$ cat src/rtl/decode_stage_pipe.sv
// decode_stage_pipe: registered A/B decode stage with handshake, flag-hazard stall, redirect squash; DECODE_ILLEGAL_TRAP_EN adds an illegal-opcode trap
module decode_stage_pipe #(
  parameter int INSTR_W  = 16,
  parameter int DATA_W   = 8,
  parameter int ADDR_W   = 10,
  parameter int BR_OFF_W = 7,
  parameter int FLAG_LAT = 1,
  parameter int SQUASH_N = 1
) (
  input  logic               Clock,
  input  logic               Reset,
  input  logic [INSTR_W-1:0] iInstr,
  input  logic               iInstrValid,
  output logic               oInstrReady,
  input  logic [5:0]         iFlags,
  output logic               oValid,
  input  logic               iReady,
  output logic [5:0]         oOpcode,
  output logic [DATA_W-1:0]  oImm,
  output logic               oMuxASel,
  output logic               oMuxBSel,
  output logic               oFlagWrA,
  output logic               oFlagWrB,
  output logic               oRedirect,
`ifdef DECODE_ILLEGAL_TRAP_EN
  output logic [ADDR_W-1:0]  oRedirectAddr,
  output logic               oIllegal
`else
  output logic [ADDR_W-1:0]  oRedirectAddr
`endif
);
  localparam logic [5:0] LDA   = 6'd0,  LDB   = 6'd1,  STA   = 6'd2,  STB   = 6'd3;
  localparam logic [5:0] ADDA  = 6'd4,  ADDB  = 6'd5,  SUBA  = 6'd6,  SUBB  = 6'd7;
  localparam logic [5:0] ANDA  = 6'd8,  ANDB  = 6'd9,  ORA   = 6'd10, ORB   = 6'd11;
  localparam logic [5:0] ASLA  = 6'd12, ASLB  = 6'd13, ASRA  = 6'd14, ASRB  = 6'd15;
  localparam logic [5:0] LDCA  = 6'd16, LDCB  = 6'd17, ADDCA = 6'd18, ADDCB = 6'd19;
  localparam logic [5:0] SUBCA = 6'd20, SUBCB = 6'd21, ANDCA = 6'd22, ANDCB = 6'd23;
  localparam logic [5:0] ORCA  = 6'd24, ORCB  = 6'd25;
  localparam logic [5:0] BAEQ  = 6'd26, BANE  = 6'd27, BACS  = 6'd28, BACC  = 6'd29;
  localparam logic [5:0] BAMI  = 6'd30, BAPL  = 6'd31;
  localparam logic [5:0] BBEQ  = 6'd32, BBNE  = 6'd33, BBCS  = 6'd34, BBCC  = 6'd35;
  localparam logic [5:0] BBMI  = 6'd36, BBPL  = 6'd37, JMP   = 6'd38;
  logic [5:0]        opc;
  logic              dMuxA, dMuxB, dFwA, dFwB, dBrA, dBrB, dJmp, dTaken, dTrap, dRedir;
  logic [DATA_W-1:0] dImm;
  logic [ADDR_W-1:0] dAddr;
  logic [2:0]        rPendA, rPendB;
  logic [1:0]        rSquash;
  logic              squashing, stall, accept, emit;
  assign opc = iInstr[INSTR_W-1 -: 6];
  always_comb begin
    dMuxA  = 1'b0;
    dMuxB  = 1'b0;
    dFwA   = 1'b0;
    dFwB   = 1'b0;
    dBrA   = 1'b0;
    dBrB   = 1'b0;
    dJmp   = 1'b0;
    dTaken = 1'b0;
    dTrap  = 1'b0;
    case (opc)
      LDA, ADDA, SUBA, ANDA, ORA, ASLA, ASRA: dFwA = 1'b1;
      LDB, ADDB, SUBB, ANDB, ORB, ASLB, ASRB: dFwB = 1'b1;
      STA, STB: ;
      LDCA: {dMuxA, dFwA} = 2'b11;
      LDCB: {dMuxB, dFwB} = 2'b11;
      ADDCA, SUBCA, ANDCA, ORCA: {dMuxB, dFwA} = 2'b11;
      ADDCB, SUBCB, ANDCB, ORCB: {dMuxA, dFwB} = 2'b11;
      BAEQ: {dBrA, dTaken} = {1'b1,  iFlags[0]};
      BANE: {dBrA, dTaken} = {1'b1, ~iFlags[0]};
      BACS: {dBrA, dTaken} = {1'b1,  iFlags[1]};
      BACC: {dBrA, dTaken} = {1'b1, ~iFlags[1]};
      BAMI: {dBrA, dTaken} = {1'b1,  iFlags[2]};
      BAPL: {dBrA, dTaken} = {1'b1, ~iFlags[2]};
      BBEQ: {dBrB, dTaken} = {1'b1,  iFlags[3]};
      BBNE: {dBrB, dTaken} = {1'b1, ~iFlags[3]};
      BBCS: {dBrB, dTaken} = {1'b1,  iFlags[4]};
      BBCC: {dBrB, dTaken} = {1'b1, ~iFlags[4]};
      BBMI: {dBrB, dTaken} = {1'b1,  iFlags[5]};
      BBPL: {dBrB, dTaken} = {1'b1, ~iFlags[5]};
      JMP:  dJmp = 1'b1;
`ifdef DECODE_ILLEGAL_TRAP_EN
      default: dTrap = 1'b1;
`else
      default: ;
`endif
    endcase
  end
  assign dImm   = (dMuxA | dMuxB) ? iInstr[DATA_W-1:0] : '0;
  assign dRedir = dJmp | dTaken | dTrap;
  assign dAddr  = dTrap ? '1 : dJmp ? iInstr[ADDR_W-1:0] :
                  dTaken ? {{(ADDR_W-BR_OFF_W){1'b0}}, iInstr[BR_OFF_W-1:0]} : '0;
  assign squashing   = rSquash != 2'd0;
  // squashed instructions never wait on flags
  assign stall       = iInstrValid && !squashing && ((dBrA && rPendA != 3'd0) || (dBrB && rPendB != 3'd0));
  assign oInstrReady = !Reset && (!oValid || iReady) && !stall;
  assign accept      = iInstrValid && oInstrReady;
  assign emit        = accept && !squashing;
  always_ff @(posedge Clock) begin
    if (Reset) begin
      oValid        <= 1'b0;
      oOpcode       <= '0;
      oImm          <= '0;
      oMuxASel      <= 1'b0;
      oMuxBSel      <= 1'b0;
      oFlagWrA      <= 1'b0;
      oFlagWrB      <= 1'b0;
      oRedirect     <= 1'b0;
      oRedirectAddr <= '0;
      rPendA        <= '0;
      rPendB        <= '0;
      rSquash       <= '0;
`ifdef DECODE_ILLEGAL_TRAP_EN
      oIllegal      <= 1'b0;
`endif
    end else begin
      if (emit) begin
        oValid        <= 1'b1;
        oOpcode       <= opc;
        oImm          <= dImm;
        oMuxASel      <= dMuxA;
        oMuxBSel      <= dMuxB;
        oFlagWrA      <= dFwA;
        oFlagWrB      <= dFwB;
        oRedirect     <= dRedir;
        oRedirectAddr <= dAddr;
      end else if (iReady) oValid <= 1'b0;
      rPendA  <= (emit && dFwA) ? 3'(FLAG_LAT) : rPendA - {2'b0, rPendA != 3'd0};
      rPendB  <= (emit && dFwB) ? 3'(FLAG_LAT) : rPendB - {2'b0, rPendB != 3'd0};
      rSquash <= (emit && dRedir) ? 2'(SQUASH_N) : (accept && squashing) ? rSquash - 2'd1 : rSquash;
`ifdef DECODE_ILLEGAL_TRAP_EN
      if (emit && dTrap) oIllegal <= 1'b1;
`endif
    end
  end
endmodule
$ cat config.mk
export PLATFORM = sky130hd
export DESIGN_NAME = decode_stage_pipe
export DESIGN_NICKNAME = d
export VERILOG_FILES = /design/src/rtl/decode_stage_pipe.sv
export SDC_FILE = /design/constraint.sdc
export NUM_CORES = 1
export LEC_CHECK = 0
export CAP_MARGIN = 0
export CELL_PAD_IN_SITES_DETAIL_PLACEMENT = 0
export CELL_PAD_IN_SITES_GLOBAL_PLACEMENT = 1
export CORE_MARGIN = 2
export CORE_UTILIZATION = 36
export CTS_CLUSTER_SIZE = 28
export DETAILED_ROUTE_END_ITERATION = 10
export HOLD_SLACK_MARGIN = 0.1
export PLACE_DENSITY_LB_ADDON = 0.1
export SYNTH_ARGS = -nofsm -noshare
export SYNTH_HDL_FRONTEND = slang
export SYNTH_SLANG_ARGS = --single-unit
$ cat constraint.sdc
create_clock -name Clock -period 3.9 [get_ports Clock]
set_input_delay 0.78 -clock Clock [delete_from_list [all_inputs] [get_ports Clock]]
set_output_delay 0.78 -clock Clock [all_outputs]
set_load 0.1 [all_outputs]
* Word-level counts from Yosys, hierarchy flattened
Cells that the tools add are included.
** Operators by class
- Eq/ne operators :: 36
- Mux-type cells :: 17
- Bitwise operators :: 8
- Add/subtract/negate cells :: 3
- Reductions and logical operators :: 33
** Operators by type and width (number)
- $eq A6 B5 Y1 const B :: 16
- $eq A6 B4 Y1 const B :: 8
- $eq A6 B6 Y1 const B :: 7
- $eq A6 B3 Y1 const B :: 4
- $reduce_or A12 Y1 :: 2
- $mux W1 :: 13
- $logic_and A1 B1 Y1 :: 12
- $pmux W1 S12 :: 1
- $reduce_or A6 Y1 :: 2
- $mux W10 :: 1
- $reduce_or A5 Y1 :: 2
- $mux W8 :: 1
- $mux W7 :: 1
- $eq A6 B1 Y1 const B :: 1
- $logic_not A6 Y1 :: 1
- $not A1 Y1 :: 6
- $reduce_bool A2 Y1 :: 3
- $reduce_bool A3 Y1 :: 2
- $reduce_or A2 Y1 :: 3
- $sub A3 B1 Y3 :: 2
- $logic_not A1 Y1 :: 4
- $logic_or A1 B1 Y1 :: 2
- $or A1 B1 Y1 :: 2
- $sub A2 B1 Y2 const B :: 1
** Word-level totals
- Register bits :: 38
- Logic and storage cells :: 112
- Output and inout bits :: 31
- Input bits :: 26

* Depth between registers and ports, before layout
Gate-level depths: netlist (run 1).
- Depth after elaboration :: 12
- Gate-level depth with buffers :: 8
- Depth with buffers taken out :: 7

* Worst setup path after synthesis (run 1)
Ideal clock, no wire load.
- Path type :: input -> output
- From :: input port iInstr[11]
- To :: output port oInstrReady
- Arrival :: 3.366 ns
- Cell stages on the path :: 5
- Path buffers :: 1
- Setup slack :: -0.246 ns
- Cells stage by stage :: buf_2 nor2_2 or3_1 a21oi_1 nor3_1
** Between the ends
- Longest elaborated chain between the ends :: 8
- Elaborated cells between the ends (all ways) :: 22
- Those cells by class :: eq/ne (12); mux (2); reduce/logical (8)
** RTL lines
- start: declaration :: RTL line 12 : input logic [INSTR_W-1:0] iInstr,
- $eq A6 B5 Y1 / $eq A6 B6 Y1 (equally long branches) :: RTL line 61 : case (opc)
- $reduce_or A6 Y1 (no source line)
- $mux W1 :: RTL line 61
- $logic_and A1 B1 Y1 :: RTL line 95 : assign stall = iInstrValid && !squashing && ((dBrA && rPendA != 3'd0) || (dBrB && rPendB != 3'd0));
- $logic_or A1 B1 Y1 * :: RTL line 95
- $logic_and A1 B1 Y1 * :: RTL line 95
- $logic_not A1 Y1 * :: RTL line 96 : assign oInstrReady = !Reset && (!oValid || iReady) && !stall;
- $logic_and A1 B1 Y1 * :: RTL line 96
- end: declaration :: RTL line 14 : output logic oInstrReady,
Mark *: on every way between the ends. The rest lies on a longest branch, timed or not.

* Worst setup path after layout (run 1)
- From :: input port iInstr[13]
- To :: output port oInstrReady
The elaborated chain is that of the path after synthesis.

==> flow_summary.json, run 1 <==
{
  "outcome": "completed",
  "post_cts_resized": 0,
  "grt_use_total": 0.172,
  "vias_per_cell": 4.80,
  "synthToLayoutAreaGrowth_pct": 41.1,
  "first_iter_violations": 50,
  "htree_levels": 2,
  "ir_drop_mv": 0.258,
  "grt_pass1_vias": 1561,
  "nNetsFinal": 287,
  "die_w_um": 74.0,
  "grt_pass1_wl_mm": 7.16,
  "synthCells": 205,
  "p_total_uw": 1250,
  "diodes": 0,
  "antenna_found_initial": 0,
  "vias": 1549,
  "grt-ovfl-total": 0,
  "clock_latency_ns": 0.29,
  "cts_tree": "built",
  "fin_crit_sh": 0.840,
  "initial_core_util": 0.373,
  "p_per_area_mw_per_mm2": 502,
  "fin_skew_ns": 0.00520,
  "drc": 0,
  "synthDistinctLibCells": 33,
  "cts_made_buffers": 5,
  "dp_hpwl_mm": 2.88,
  "rsz0062_at_grt": "false",
  "root_buffer": "clkbuf_8",
  "io_pins": 57,
  "maxSlewViolCount": 0,
  "maxCapViolCount": 0,
  "cellLeakagePower_uw": 0.000834,
  "worstHoldPathType": "flop to flop",
  "cts.sinks": 38,
  "clock_path_buffers": 2,
  "core_mm2": 0.00472,
  "port_buffers": 56,
  "hold_viol": 0,
  "grt_max_degree": 33,
  "worstPathArrival_ns": 2.49,
  "final_cell_area_mm2": 0.00249,
  "synth_area_mm2": 0.00176,
  "ys_seq_elements": 38,
  "syn_area_per_cell_um2": 8.60,
  "synth-seq-area-share": 0.432,
  "required_ns": 3.12,
  "rows": 25,
  "place_congestion": 0.733,
  "worst_pin_slew_ns": 0.996,
  "dr.pass1.iters": 4,
  "fill_cells": 457,
  "syn-num-nets": 236,
  "max_freq_mhz": 305,
  "fp.dieH_um": 74.0,
  "setup_viol": 0,
  "critPathKind": "input port to primary output",
  "path_max_fanout": 6,
  "synth_warnings": 0,
  "place_area_mm2": 0.00237,
  "maxSlewHeadroom": 0.334,
  "cts_setup_buffers": 0,
  "ctsHoldBuffers": 0,
  "design.die.area_mm2": 0.00547,
  "drive_above_1_share": 0.0938,
  "post-route-util": 0.527,
  "drt_wl_total_mm": 4.19,
  "end_kind": "primary output",
  "drt.antenna.violating_nets": 0,
  "start_kind": "input port",
  "wl_per_cell_um": 13.0,
  "clkSlewWorstSetupHoldPaths_ns": 0.07,
  "setup_tns_ns": 0,
  "hold_ws_ns": 0.452,
  "min_period_ns": 3.27
}
==> worst paths after layout <==
kind	to	slack, ns	depth (start not counted)	start
max	oInstrReady	0.63	7	iInstr[13]
min	oImm[5]	0.45	2	oImm[5]
max reg2reg	rPendB[1]	2.04	7	rSquash[0]
min reg2reg	oImm[5]	0.45	2	oImm[5]
==> report_power, final <==
part           switching, uW  internal (uW)  leakage, uW
sequential              24.8            434     0.000309
clock                    136            205    0.0000573
combinational            276            172     0.000468
total                    437            811     0.000834
==> critical path, cell delays in order <==
cell	delay [ns]
clkdlybuf4s50_1	0.57
nand2_1	0.10
or2_4	0.27
or3_1	0.31
a21oi_1	0.21
nor3_2	0.08
buf_12	0.19
==> final cells by class <==
type                            instances  area, um^2  share of cell area
Clock buffer                            6        82.6              0.0332
Tap cell                               67        83.8              0.0337
Clock inverter                          1        30.0              0.0121
Inverter                                8        30.0              0.0121
Sequential cell                        38         761               0.306
Multi-Input combinational cell        145         902               0.363
Timing Repair Buffer                   58         598               0.240
==> cell families after synthesis <==
logic type	Yosys count	synth area share
buffers and inverters	22	0.0596
adders and majority gates	5	0.0355
xor gates and xnor gates	6	0.0298
DFF	38	0.432
and+or+nand+nor	85	0.257
muxes	2	0.0114
AOI/OAI and AO/OA	47	0.175
==> synthesized netlist by cell type <==
library cell   n  share of area
nor3b_2        2          0.014
inv_1          8          0.017
buf_4          2         0.0085
nor2_2         1         0.0036
buf_6          1         0.0064
nand3b_1       8          0.034
nand2_1       37          0.079
nand3_1       16          0.045
nor3_1         1         0.0028
or2_4          1         0.0050
or3_1          4          0.014
clkbuf_1       5          0.011
nor2b_1        2         0.0071
mux2i_1        2          0.011
o22ai_1        1         0.0036
a311oi_2       2          0.017
o311a_4        1          0.012
buf_2          6          0.017
nor3_2         2          0.011
nor2_1         4         0.0085
nor3b_1        4          0.017
a211oi_1       1         0.0043
o21ai_0        3         0.0085
ha_1           5          0.035
o21a_1         1         0.0043
nand3_2        2          0.011
xnor2_1        6          0.030
a2bb2oi_2      1         0.0085
dfxtp_1       38           0.43
o311ai_4       1          0.015
o21ai_1       10          0.028
and2_1         1         0.0036
a21oi_1       26          0.074
==> per-stage QoR <==
step,instances,setup slack (ns)
6_report,323,0.626
4_1_cts,323,0.633
2_1_floorplan,205,0.613
3_3_place_gp,316,0.629
3_5_place_dp,316,0.647
5_1_grt,323,0.502
==> flip-flops by register name (all words and copies together), names as in the netlist, 2 cells and up <==
register and count:
oImm 8, oOpcode 6, oRedirectAddr 10, rPendA 3
rPendB 3, rSquash 2
==> layout by cell type, fill, tap and decap left out, drive strengths merged, types with 2 or more instances in the layout <==
cell type,count
clkdlybuf4s50,55
dfxtp,38
nand2,37
a21oi,26
nand3,18
o21ai,13
inv,8
nand3b,8
xnor2,6
clkbuf,6
nor3b,6
ha,5
nor2,5
or3,4
nor3,3
buf,3
nor2b,2
mux2i,2
a311oi,2
==> metal layers <==
| metal | up-vias | routed length (um) | global-route usage |
|---|---|---|---|
| met5 | - | 0 | 0 |
| met4 | 0 | 61 | 0.0606 |
| met3 | 5 | 213 | 0.0488 |
| met1 | 711 | 2000 | 0.222 |
| li1 | 799 | - | - |
| met2 | 34 | 1910 | 0.276 |
No activity file was read; power rests on OpenSTA's default activity.
==> run 2, diff against run 1 <==
CORE_UTILIZATION = 33   (was 36)
clock period = 3.4 ns   (was 3.9 ns; I/O delays follow)
==> run 2 against run 1 <==
Flip-flop and latch count stayed put. Clock power decreased by 4%. Highest routed layer unchanged. Core utilization decreased by 4.5 points. Worst hold slack improved by 0.0023 ns. Sequential power grew 15%. Critical path type unchanged. Non-clock buffer count is 3 higher. Critical path depth did not move. Die area up 8.6%. Sequential share of layout area increased by 0.14 points.
==> flow_summary.json, run 2 (synthesis results as in run 1) <==
{
  "multi_input_area_um2": 902,
  "final_common_cell": "clkdlybuf4s50_1",
  "fin_crit_sh": 0.911,
  "place_congestion": 0.728,
  "worstPathArrival_ns": 2.42,
  "post-route-util": 0.482,
  "largest-register": "oRedirectAddr",
  "clock_latency_ns": 0.29,
  "drive_above_1_share": 0.138,
  "cts.sinks": 38,
  "p_int_uw": 859,
  "end_kind": "primary output",
  "design.die.area_mm2": 0.00594,
  "die_w_um": 77.1,
  "initial_core_util": 0.343,
  "cp_top_family": "simple AND/OR/NAND/NOR gates",
  "nNetsFinal": 290,
  "fin_ws_ns": 0.301,
  "p_seq_frac": 0.384,
  "place_area_mm2": 0.00238,
  "maxCapViolCount": 0,
  "ctsHoldBuffers": 0,
  "start_kind": "input port",
  "grt_pass1_vias": 1568,
  "worst-path-buf-inv": 2,
  "dp_hpwl_mm": 3.11,
  "grt_use_total": 0.161,
  "fin_skew_ns": 0.00612,
  "p_clk_frac": 0.239,
  "htree_levels": 2,
  "cts_made_buffers": 5,
  "vias_per_cell": 4.75,
  "first_iter_violations": 36,
  "cellLeakagePower_uw": 0.000855,
  "setup_viol": 0,
  "reg.largest.list": "oRedirectAddr x10, oImm x8, oOpcode x6",
  "drc": 0,
  "post_cts_resized": 0,
  "port_buffers": 56,
  "outcome": "completed",
  "worst_pin_slew_ns": 0.978,
  "maxSlewViolCount": 0,
  "cts_setup_buffers": 0,
  "antenna_found_initial": 0,
  "vias": 1569,
  "maxSlewHeadroom": 0.346,
  "diodes": 0,
  "cts_tree": "built",
  "drt.antenna.violating_nets": 0,
  "dp_slack_ns": 0.320,
  "core_mm2": 0.00514,
  "grt_pass1_wl_mm": 7.61,
  "final_cell_area_mm2": 0.00248,
  "crit_slowest_cell": "clkdlybuf4s50_1",
  "p_per_area_mw_per_mm2": 554,
  "largest_register_ffs": 10,
  "crit_chain": "clkdlybuf4s50_1 > nand2_1 > or2_4 > or3_1 > a21oi_1 > nor3_2 > buf_12",
  "max_stage_delay_ns": 0.57,
  "clkSlewWorstSetupHoldPaths_ns": 0.08,
  "hold_viol": 0,
  "setup_tns_ns": 0,
  "required_ns": 2.72,
  "power_frac_comb": 0.376,
  "root_buffer": "clkbuf_8",
  "worstHoldPathType": "flop to flop",
  "ir_drop_mv": 0.282,
  "dr.pass1.iters": 4,
  "synthToLayoutAreaGrowth_pct": 40.5,
  "fp.dieH_um": 77.1,
  "swShare": 0.374,
  "critPathKind": "input port to primary output",
  "path_max_fanout": 6,
  "final_cell_mix": "clkdlybuf4s50_1, dfxtp_1, nand2_1, a21oi_1, nand3_1",
  "hold_ws_ns": 0.455,
  "fill_cells": 554,
  "clock_path_buffers": 2,
  "grt-ovfl-total": 0,
  "power.switching_uw": 513,
  "drt_wl_total_mm": 4.38,
  "rsz0062_at_grt": "false",
  "wl_per_cell_um": 13.3,
  "rows": 26,
  "min_period_ns": 3.10,
  "io_pins": 57,
  "max_freq_mhz": 323,
  "regArea_um2": 761,
  "grt_max_degree": 32
}
==> run 2: cell count changes in the layout (fill, tap and decap cells not counted) <==
cell,previous run,this run
buf_4,1,12
clkdlybuf4s50_1,55,47
bufinv_16,1,0
clkinv_2,0,1
clkinvlp_4,0,1
==> run 2: final cells by class <==
type,count,share of cell area
inverter,8,0.0121
sequential,38,0.307
clock inverter,2,0.00505
tap,70,0.0354
clock buffer,6,0.0334
multi-input combinational,145,0.364
timing repair buffer,61,0.243
==> run 2: worst min-delay path, cell delays in order (launching register included) <==
cell	delay, ns
dfxtp_1	0.31
nand2_1	0.05
a21oi_1	0.05
==> run 2: through the flow <==
stage	total power, uW	cells
final	1370	330
after global routing	1470	330
after CTS	1400	330
after detailed placement	1060	322
after global placement	1050	322
after floorplan	932	205
==> run 2: power groups by stage <==
stage,registers (uW),logic (uW),clock network [uW]
final,528,516,329
after CTS,528,523,347
after detailed placement,538,520,0
after floorplan,639,292,0
after global routing,536,571,363
after global placement,537,518,0
==> run 2: worst paths after layout <==
| kind | from | slack (ns) | to | depth (start not counted) |
|---|---|---|---|---|
| max reg2reg | rSquash[0] | 1.56 | rPendB[1] | 7 |
| min reg2reg | oImm[5] | 0.45 | oImm[5] | 2 |
| min | oImm[5] | 0.45 | oImm[5] | 2 |
| max | iInstr[13] | 0.30 | oInstrReady | 7 |
==> run 2: routing by layer <==
layer  routed length, um  track usage  up-vias
met5                   0            0        -
met3                 222       0.0482        7
met1                2060        0.210      724
li1                    -            -      808
met2                2030        0.253       30
met4                  68       0.0589        0
